===== src/rtl/led_arbiter_pkg.sv =====
// Shared types and constants for the status-LED arbiter.
// The state enum and the per-requester blink-rate codes live here.
package led_arbiter_pkg;

    typedef enum logic [1:0] {
        IDLE  = 2'd0,
        GRANT = 2'd1,
        GAP   = 2'd2
    } state_e;

    localparam logic [1:0] RATE_SOLID = 2'd0;
    localparam logic [1:0] RATE_1     = 2'd1;
    localparam logic [1:0] RATE_2     = 2'd2;
    localparam logic [1:0] RATE_4     = 2'd3;

endpackage


===== src/rtl/led_tick_prescaler.sv =====
// Divides clk down to a one-cycle tick pulse every TICK_DIV cycles.
// A synchronous clear restarts the count so tick phase follows the caller.
module led_tick_prescaler #(
    parameter int unsigned TICK_DIV = 12000000
) (
    input  logic clk,
    input  logic reset,
    input  logic clear,
    output logic tick
);

    localparam int unsigned CW = $clog2(TICK_DIV);

    logic [CW-1:0] cnt;

    assign tick = (cnt == CW'(TICK_DIV - 1));

    always_ff @(posedge clk or posedge reset) begin
        if (reset) begin
            cnt <= '0;
        end else if (clear || tick) begin
            cnt <= '0;
        end else begin
            cnt <= cnt + CW'(1);
        end
    end

endmodule


===== src/rtl/led_arbiter.sv =====
// Round-robin arbiter sharing one status LED among NUM_REQ requesters.
// Define LED_ARBITER_PREEMPT0_EN to give requester 0 absolute, preempting priority.
module led_arbiter
    import led_arbiter_pkg::*;
#(
    parameter int unsigned NUM_REQ    = 4,
    parameter int unsigned TICK_DIV   = 12000000,
    parameter int unsigned HOLD_TICKS = 4
) (
    input  logic                 clk,
    input  logic                 reset,
    input  logic [NUM_REQ-1:0]   req,
    input  logic [2*NUM_REQ-1:0] rate,
    output logic [NUM_REQ-1:0]   grant,
    output logic                 led,
    output logic                 busy
);

    localparam int unsigned PW = $clog2(NUM_REQ);
    localparam int unsigned TW = $clog2(HOLD_TICKS + 1);

    if (NUM_REQ < 2 || NUM_REQ > 8) begin : g_bad_num_req
        $error("NUM_REQ must be in 2..8");
    end
    if (TICK_DIV < 2) begin : g_bad_tick_div
        $error("TICK_DIV must be >= 2");
    end
    if (HOLD_TICKS < 1) begin : g_bad_hold_ticks
        $error("HOLD_TICKS must be >= 1");
    end

    state_e        state;
    logic [PW-1:0] rr_ptr;
    logic [PW-1:0] gidx;
    logic [1:0]    rate_q;
    logic [TW-1:0] tick_cnt;
    logic [TW+1:0] tnum;
    logic [PW-1:0] sel;
    logic          sel_vld;
    logic          tick;
    logic          clear;
    logic          leave;
    logic          toggle;

    // Phases restart on entry to GRANT (prescaler held clear in IDLE) and to GAP.
    assign clear = (state == IDLE) || leave;
    assign busy  = (state != IDLE);

    led_tick_prescaler #(
        .TICK_DIV(TICK_DIV)
    ) u_prescaler (
        .clk  (clk),
        .reset(reset),
        .clear(clear),
        .tick (tick)
    );

    // Walk downward so the last hit is the first requester at or after rr_ptr.
    always_comb begin
        sel     = '0;
        sel_vld = 1'b0;
        for (int k = NUM_REQ - 1; k >= 0; k--) begin
            if (req[PW'((int'(rr_ptr) + k) % NUM_REQ)]) begin
                sel     = PW'((int'(rr_ptr) + k) % NUM_REQ);
                sel_vld = 1'b1;
            end
        end
`ifdef LED_ARBITER_PREEMPT0_EN
        if (req[0]) begin
            sel     = '0;
            sel_vld = 1'b1;
        end
`endif
    end

    always_comb begin
        leave = 1'b0;
        if (state == GRANT) begin
            if (!req[gidx]) begin
                leave = 1'b1;
            end
            if (tick && (tick_cnt == TW'(HOLD_TICKS - 1))) begin
                leave = 1'b1;
            end
`ifdef LED_ARBITER_PREEMPT0_EN
            if ((gidx != '0) && req[0]) begin
                leave = 1'b1;
            end
`endif
        end
    end

    // tnum is the 1-based number of the tick occurring this cycle.
    assign tnum = {2'b00, tick_cnt} + (TW + 2)'(1);

    always_comb begin
        case (rate_q)
            RATE_SOLID: toggle = 1'b0;
            RATE_1:     toggle = 1'b1;
            RATE_2:     toggle = (tnum[0] == 1'b0);
            RATE_4:     toggle = (tnum[1:0] == 2'b00);
            default:    toggle = 1'b0;
        endcase
    end

    always_ff @(posedge clk or posedge reset) begin
        if (reset) begin
            state    <= IDLE;
            grant    <= '0;
            led      <= 1'b0;
            rr_ptr   <= '0;
            gidx     <= '0;
            rate_q   <= RATE_SOLID;
            tick_cnt <= '0;
        end else begin
            case (state)
                IDLE: begin
                    if (sel_vld) begin
                        state    <= GRANT;
                        gidx     <= sel;
                        grant    <= NUM_REQ'(1) << sel;
                        rate_q   <= rate[{sel, 1'b0} +: 2];
                        led      <= 1'b1;
                        tick_cnt <= '0;
                    end
                end
                GRANT: begin
                    if (leave) begin
                        state    <= GAP;
                        grant    <= '0;
                        led      <= 1'b0;
                        tick_cnt <= '0;
`ifdef LED_ARBITER_PREEMPT0_EN
                        if (gidx != '0) begin
                            rr_ptr <= (gidx == PW'(NUM_REQ - 1)) ? '0 : gidx + PW'(1);
                        end
`else
                        rr_ptr <= (gidx == PW'(NUM_REQ - 1)) ? '0 : gidx + PW'(1);
`endif
                    end else if (tick) begin
                        tick_cnt <= tick_cnt + TW'(1);
                        if (toggle) begin
                            led <= ~led;
                        end
                    end
                end
                GAP: begin
                    if (tick) begin
                        state <= IDLE;
                    end
                end
                default: state <= IDLE;
            endcase
        end
    end

endmodule


===== config.mk =====
export PLATFORM = sky130hd
export DESIGN_NAME = led_arbiter
export DESIGN_NICKNAME = d
export VERILOG_FILES = /design/src/rtl/led_arbiter_pkg.sv /design/src/rtl/led_tick_prescaler.sv /design/src/rtl/led_arbiter.sv
export SDC_FILE = /design/constraint.sdc
export NUM_CORES = 1
export LEC_CHECK = 0
export CORE_MARGIN = 2
export CORE_UTILIZATION = 61
export DETAILED_ROUTE_END_ITERATION = 10
export PLACE_DENSITY = 0.84
export SLEW_MARGIN = 20
export SYNTH_ARGS = -nofsm -noshare
export SYNTH_HDL_FRONTEND = slang
export SYNTH_SLANG_ARGS = --single-unit

===== constraint.sdc =====
create_clock -name clk -period 4.99 [get_ports clk]
set_input_delay 0.499 -clock clk [delete_from_list [all_inputs] [get_ports clk]]
set_output_delay 0.499 -clock clk [all_outputs]
set_load 0.02 [all_outputs]

==> run_results.csv, run 1 <==
group,metric,value,unit
yosys,avgSynthCellArea,9.87,um^2
worst_hold_path,min-delay-start,"u_prescaler.cnt[0]",
clocking,cts_hold_buf,0,
floorplan,boundaryPins,20,
detailed_routing,vias,1565,
clocking,cts_made_buffers,5,
setup_path,path_class,"in2reg",
power,power_density,218,nW/um^2
clocking,cts_resized,0,
timing,tns,0,ns
yosys,synth_seq_cells,40,
clocking,cts_setup_buffers,0,
place,io_buffers,19,
setup_path,cp.arrival,2.64,ns
worst_hold_path,min_path_cells,1,
place,place.gp.congestion,0.823,
floorplan,chipWidth,62.7,um
clocking,cts_root_buffer,"clkbuf_4",
clocking,tritoncts,"yes",
setup_path,crit_path_max_incr_delay,0.74,ns
yosys,syn_nets,232,
global_routing,antenna_found_initial,0,
place,pre_cts_ws,2.18,ns
cells_and_area,antenna_cells,0,
yosys,synth-edff-count,0,
yosys,async_flop_share,1.00,
setup_path,reg2reg_slack,2.57,ns
floorplan,initial_core_util,0.630,
timing,rsz0062_at_grt,"false",
setup_path,regToRegEndpoint,"u_prescaler.cnt[23]",
timing,finClkSkew,0.00559,ns
floorplan,die_area,3930,um^2
detailed_routing,wl,3.87,mm
run,cap_violations,0,
global_routing,grt_pass1_wl,6.81,mm
timing,post-route-min-period,2.43,ns
clocking,insertion_delay,0.35,ns
timing,slew_headroom,0.364,
timing,holdWs,0.498,ns
floorplan,die_h,62.7,um
timing,hold_violations,0,
setup_path,crit_family,"compound AO/OA/AOI/OAI gates",
global_routing,grt_max_degree,41,
worst_hold_path,min_path_type,"reg2reg",
setup_path,cp.required,5.20,ns
yosys,synth_area,2100,um^2
global_routing,grtUsageTotal,0.223,
yosys,synth_warnings,0,
clocking,clockBufferDepth,2,
cells_and_area,nNetsFinal,255,
power,leakage,0.00110,uW
yosys,ys_seq_area_frac,0.476,
floorplan,core_area,3340,um^2
power,power,523,uW
detailed_routing,drt-pass1-iter-count,4,
yosys,ys_types,39,
place,place_hpwl,2.84,mm
power,irDropWorstVdd,179,uV
clocking,path_clk_slew,0.11,ns
outcome,status,"complete, no violations",
detailed_routing,wl_per_cell,13.7,um
timing,fin_crit_sh,0.486,
clocking,htree_levels,2,
timing,final_max_slew_viol_count,0,
timing,fmax,0.412,GHz
timing,tightest_slew,0.954,ns
cells_and_area,final_layout_size_suffix_gt1_frac,0.0928,
clocking,cts_sinks,40,
detailed_routing,ant_nets,0,
setup_path,slowest_stage,"o21ai_2",
setup_path,critPathBufInv,1,
yosys,synthCells,213,
detailed_routing,drc,0,
floorplan,rows,21,
worst_hold_path,hold_end,"u_prescaler.cnt[0]",
setup_path,cp_cell_sequence,"clkdlybuf4s50_1 > mux4_2 > and2_1 > o21ai_2 > nor2_1",
setup_path,worstReg2RegStart,"u_prescaler.cnt[14]",
yosys,synth_ff_type,"dfrtp_1",
setup_path,worstSetupStartpointType,"input port",
setup_path,crit_path_end_kind,"flip-flop",
timing,setup_viol,0,
cells_and_area,area_delta_synth_final,14.2,%
global_routing,grt-ovfl-total,0,
detailed_routing,drt-initial-drc-count,69,
global_routing,grt_pass1_vias,1516,
detailed_routing,avgViaCountPerCell,5.53,
setup_path,cp_max_fo,24,
setup_path,r2r_cells,5,
timing,worst_slack,2.56,ns
==> through the flow <==
stage | cells | instance area (um^2) | utilization
global route | 283 | 2400 | 0.720
global placement | 275 | 2340 | 0.702
CTS | 283 | 2400 | 0.720
floorplan | 213 | 2100 | -
detailed placement | 275 | 2340 | 0.702
finish | 283 | 2400 | 0.720
==> final cells by class <==
type / count / area, um^2
Multi-Input combinational cell: 159 / 1050
Tap cell: 46 / 57.6
Fill cell: 259 / 935
Clock buffer: 6 / 51.3
Sequential cell: 40 / 1000
Clock inverter: 2 / 10.0
Inverter: 10 / 37.5
Timing Repair Buffer: 20 / 198
==> cell usage after synthesis (5+ instances only) <==
| cell type | number | area [um^2] |
|---|---|---|
| nand2_1 | 18 | 67.6 |
| mux2_2 | 5 | 56.3 |
| nand4_1 | 8 | 50.1 |
| ha_1 | 5 | 62.6 |
| mux2i_1 | 5 | 50.1 |
| xor2_1 | 10 | 87.6 |
| nor2_1 | 39 | 146 |
| xnor2_1 | 12 | 105 |
| inv_1 | 10 | 37.5 |
| nand3_1 | 7 | 35.0 |
| a21oi_1 | 5 | 25.0 |
| dfrtp_1 | 40 | 1000 |
| nor3_1 | 7 | 35.0 |
==> cell families (layout without fill, tap and decap cells) <==
| group | count (synthesis) | count (layout) | share of synthesized area |
|---|---|---|---|
| adder cells (fa/ha/maj) | 5 | 5 | 0.0297 |
| AND/OR/NAND/NOR | 97 | 97 | 0.221 |
| buffers and inverters | 14 | 38 | 0.0262 |
| XOR/XNOR | 22 | 22 | 0.0916 |
| flip-flops | 40 | 40 | 0.476 |
| multiplexers | 12 | 12 | 0.0684 |
| AO/OA/AOI/OAI | 23 | 23 | 0.0875 |
==> report_power, final <==
part / internal (uW) / switching, uW / total (uW) / leakage [uW]
sequential: 324 / 0.158 / 324 / 0.000535
combinational: 14.4 / 13.9 / 28.3 / 0.000523
clock: 67.0 / 103 / 170 / 0.0000380
==> registers in the layout (all words and copies together), names as in the netlist <==
signal           cells
tick_cnt             3
grant                4
led                  1
gidx                 2
rate_q               2
u_prescaler.cnt     24
rr_ptr               2
state                2
==> cell usage in the layout (no fill, tap or decap), types with 2 or more instances in the layout <==
cell type	netlist	layout
a22o_1	4	4
nor2_1	39	39
dfrtp_1	40	40
nand4_1	8	8
xnor2_1	12	12
and3_1	4	4
clkbuf_4	0	5
a221oi_1	2	2
mux2i_1	5	5
nand2_1	18	18
nor3_1	7	7
or4_1	3	3
o21ai_2	3	3
inv_1	10	10
nand3_1	7	7
clkdlybuf4s50_1	0	19
ha_1	5	5
a21oi_1	5	5
and2_1	3	3
o21ai_0	2	2
clkinv_2	0	2
xor2_1	10	10
mux2_2	5	5
==> routing by layer <==
metal,global-route usage,share of wire,up-vias
met5,0,0,-
met4,0.100,0.013,0
met3,0.0414,0.032,6
met2,0.341,0.46,17
met1,0.311,0.49,759
li1,-,-,783
==> worst max path at each step <==
stage	startpoint	to	slack, ns	cells after the start
6_report	req[0]	u_prescaler.cnt[23]	2.56	5
5_1_grt	req[1]	u_prescaler.cnt[23]	2.44	5
4_1_cts	u_prescaler.cnt[14]	u_prescaler.cnt[23]	2.56	5
3_5_place_dp	req[0]	u_prescaler.cnt[23]	2.18	5
3_3_place_gp	req[1]	u_prescaler.cnt[7]	2.26	5
2_1_floorplan	u_prescaler.cnt[14]	led	2.76	5
(Power assumes the default switching activity.)
==> inputs of run 2 (changes only) <==
--- a/config.mk
+++ b/config.mk
@@ -6,9 +6,9 @@
 export NUM_CORES = 1
 export LEC_CHECK = 0
 export CORE_MARGIN = 2
-export CORE_UTILIZATION = 61
+export CORE_UTILIZATION = 51
 export DETAILED_ROUTE_END_ITERATION = 10
-export PLACE_DENSITY = 0.84
+export PLACE_DENSITY = 0.75
 export SLEW_MARGIN = 20
 export SYNTH_ARGS = -nofsm -noshare
 export SYNTH_HDL_FRONTEND = slang
==> constraint.sdc (replaced) <==
create_clock -name clk -period 2.1 [get_ports clk]
set_input_delay 0.21 -clock clk [delete_from_list [all_inputs] [get_ports clk]]
set_output_delay 0.21 -clock clk [all_outputs]
set_load 0.02 [all_outputs]
==> run 2 against run 1 <==
  * Setup slack worse by 2.7 ns
  * Clock power grew to 3.0 times the previous value
  * Core utilization is 6.9 points lower
  * Count of clock-buffer cells in the layout stayed put
  * The run now ends with negative setup slack left
  * Cell count is 6.4% higher
  * First-iteration DRC count is 19% lower
  * Critical path depth stayed put
  * Clock skew is 0.0024 ns lower
  * Critical path type is now reg2reg
  * Via count is 2.7% higher
  * Worst hold slack worse by 0.17 ns
  * Combinational power is 150% higher
==> run_results.csv, run 2 (synthesis results as in run 1) <==
group,metric,value,unit
place,placed_cell_area,2450,um^2
timing,worst_slack,-0.129,ns
cells_and_area,register_area,1000,um^2
setup_path,regToRegEndpoint,"led",
detailed_routing,avgViaCountPerCell,5.34,
power,power,1360,uW
timing,fin_crit_sh,1.06,
cells_and_area,largest_register_ffs,24,
setup_path,cp_cell_sequence,"or4b_1 > or4_4 > o211ai_4 > o211ai_2 > mux2_4",
setup_path,cp.required,2.28,ns
floorplan,die_area,4650,um^2
setup_path,crit_path_max_incr_delay,0.54,ns
global_routing,antenna_found_initial,0,
timing,final_max_slew_viol_count,0,
setup_path,reg2reg_slack,-0.13,ns
global_routing,grt_max_degree,41,
floorplan,die_h,68.2,um
cells_and_area,area_delta_synth_final,22.8,%
cells_and_area,largestRegisters,"u_prescaler.cnt (24), grant (4), tick_cnt (3)",
timing,setup_viol,34,
power,irDropWorstVdd,467,uV
detailed_routing,vias,1608,
global_routing,grt_pass1_wl,6.67,mm
timing,tightest_slew,0.483,ns
timing,rsz0062_at_grt,"true",
floorplan,initial_core_util,0.530,
run,cap_violations,0,
global_routing,grt-ovfl-total,0,
clocking,insertion_delay,0.29,ns
setup_path,cp_max_fo,5,
cells_and_area,multi_input_area,1060,um^2
global_routing,grtUsageTotal,0.196,
timing,finClkSkew,0.00319,ns
clocking,htree_levels,2,
worst_hold_path,min_path_type,"in2async",
detailed_routing,wl_per_cell,13.6,um
detailed_routing,ant_nets,0,
timing,hold_violations,0,
setup_path,crit_family,"simple AND/OR/NAND/NOR gates",
floorplan,core_area,3970,um^2
outcome,violations,"negative setup slack",
timing,slew_headroom,0.678,
setup_path,r2r_cells,5,
cells_and_area,final_area,2580,um^2
cells_and_area,mostFrequentLayoutCell,"dfrtp_1",
outcome,status,"finished with violations",
timing,fmax,0.449,GHz
detailed_routing,drt-initial-drc-count,56,
cells_and_area,regMostFlops,"u_prescaler.cnt",
clocking,clockBufferDepth,2,
floorplan,rows,23,
setup_path,path_class,"reg2reg",
setup_path,cp.arrival,2.41,ns
setup_path,worstSetupStartpointType,"flip-flop",
detailed_routing,wl,4.09,mm
clocking,cts_root_buffer,"clkbuf_8",
clocking,tritoncts,"yes",
floorplan,boundaryPins,20,
timing,post-route-min-period,2.23,ns
cells_and_area,antenna_cells,0,
power,power_density,525,nW/um^2
clocking,cts_made_buffers,5,
setup_path,crit_path_end_kind,"flip-flop",
timing,holdWs,0.333,ns
setup_path,slowest_stage,"or4_4",
place,place_hpwl,2.89,mm
global_routing,grt_pass1_vias,1538,
detailed_routing,drt-pass1-iter-count,4,
detailed_routing,drc,0,
clocking,cts_sinks,40,
place,io_buffers,19,
place,place.gp.congestion,0.793,
cells_and_area,layout_common_cells,"dfrtp_1 (40), nor2_1 (39), clkdlybuf4s50_1 (19)",
cells_and_area,nFillCells,325,
clocking,cts_hold_buf,0,
timing,tns,-2.14,ns
setup_path,worstReg2RegStart,"u_prescaler.cnt[15]",
setup_path,critPathBufInv,0,
clocking,path_clk_slew,0.07,ns
cells_and_area,nNetsFinal,269,
power,leakage,0.00119,uW
floorplan,chipWidth,68.2,um
cells_and_area,final_layout_size_suffix_gt1_frac,0.147,
## run 2: changes by cell type in the layout (fill, tap and decap cells not counted), sizes merged
cell    before  now
buf          1   14
clkbuf       6    7
## run 2: routing by layer
metal / up-vias / track usage / wire length [um]
met5: - / 0 / 0
met4: 0 / 0.0800 / 66
met3: 6 / 0.0493 / 100
met2: 20 / 0.319 / 2020
met1: 766 / 0.249 / 1900
li1: 816 / - / -
## run 2: report_power, final
part           internal, uW  leakage, uW  total [uW]  switching (uW)
combinational          36.5     0.000606        70.2            33.6
sequential              770     0.000535         771           0.499
clock                   262    0.0000510         516             254
total                  1070      0.00119        1360             288
## run 2: stage by stage
stage | util | std cells | setup WS (ns)
6_report | 0.651 | 301 | -0.129
5_1_grt | 0.651 | 301 | -0.192
4_1_cts | 0.640 | 299 | -0.117
3_5_place_dp | 0.617 | 291 | -0.102
3_3_place_gp | 0.617 | 291 | -0.0759
2_1_floorplan | - | 213 | -0.0733
## run 2: layout make-up
type / instances / area share
repair buffers: 34 / 0.129
inverters: 10 / 0.0145
flip-flops and latches: 40 / 0.387
clock inverters: 2 / 0.00387
multi-input cells: 159 / 0.409
well taps: 50 / 0.0242
clock buffers: 6 / 0.0320
## run 2: worst max-delay path by stage
stage | to | slack, ns | depth (start not counted) | startpoint
2_1_floorplan | led | -0.07 | 5 | u_prescaler.cnt[19]
3_3_place_gp | rr_ptr[0] | -0.08 | 5 | u_prescaler.cnt[19]
3_5_place_dp | led | -0.10 | 5 | u_prescaler.cnt[19]
4_1_cts | led | -0.12 | 5 | u_prescaler.cnt[14]
5_1_grt | rr_ptr[0] | -0.19 | 5 | u_prescaler.cnt[15]
6_report | led | -0.13 | 5 | u_prescaler.cnt[15]
## run 2: tightest hold or removal path: stages
cell,delay (ns)
clkdlybuf4s50_1,0.40
inv_1,0.05
buf_4,0.41
## run 2: timing repair
item / 4_1_cts / 5_1_grt
gates resized for setup: 0 / 2
endpoints found under the setup margin: 34 / 34
buffers inserted: 0 / 1
gates cloned: 0 / 1
==> inputs of run 3 (changes only) <==
--- a/config.mk
+++ b/config.mk
@@ -7,6 +7,7 @@
 export LEC_CHECK = 0
 export CORE_MARGIN = 2
 export CORE_UTILIZATION = 51
+export CTS_CLUSTER_DIAMETER = 100
 export DETAILED_ROUTE_END_ITERATION = 10
 export PLACE_DENSITY = 0.75
 export SLEW_MARGIN = 20
==> results of run 3 <==
Same layout as run 2: the final DEF is identical, and so are final timing and power.
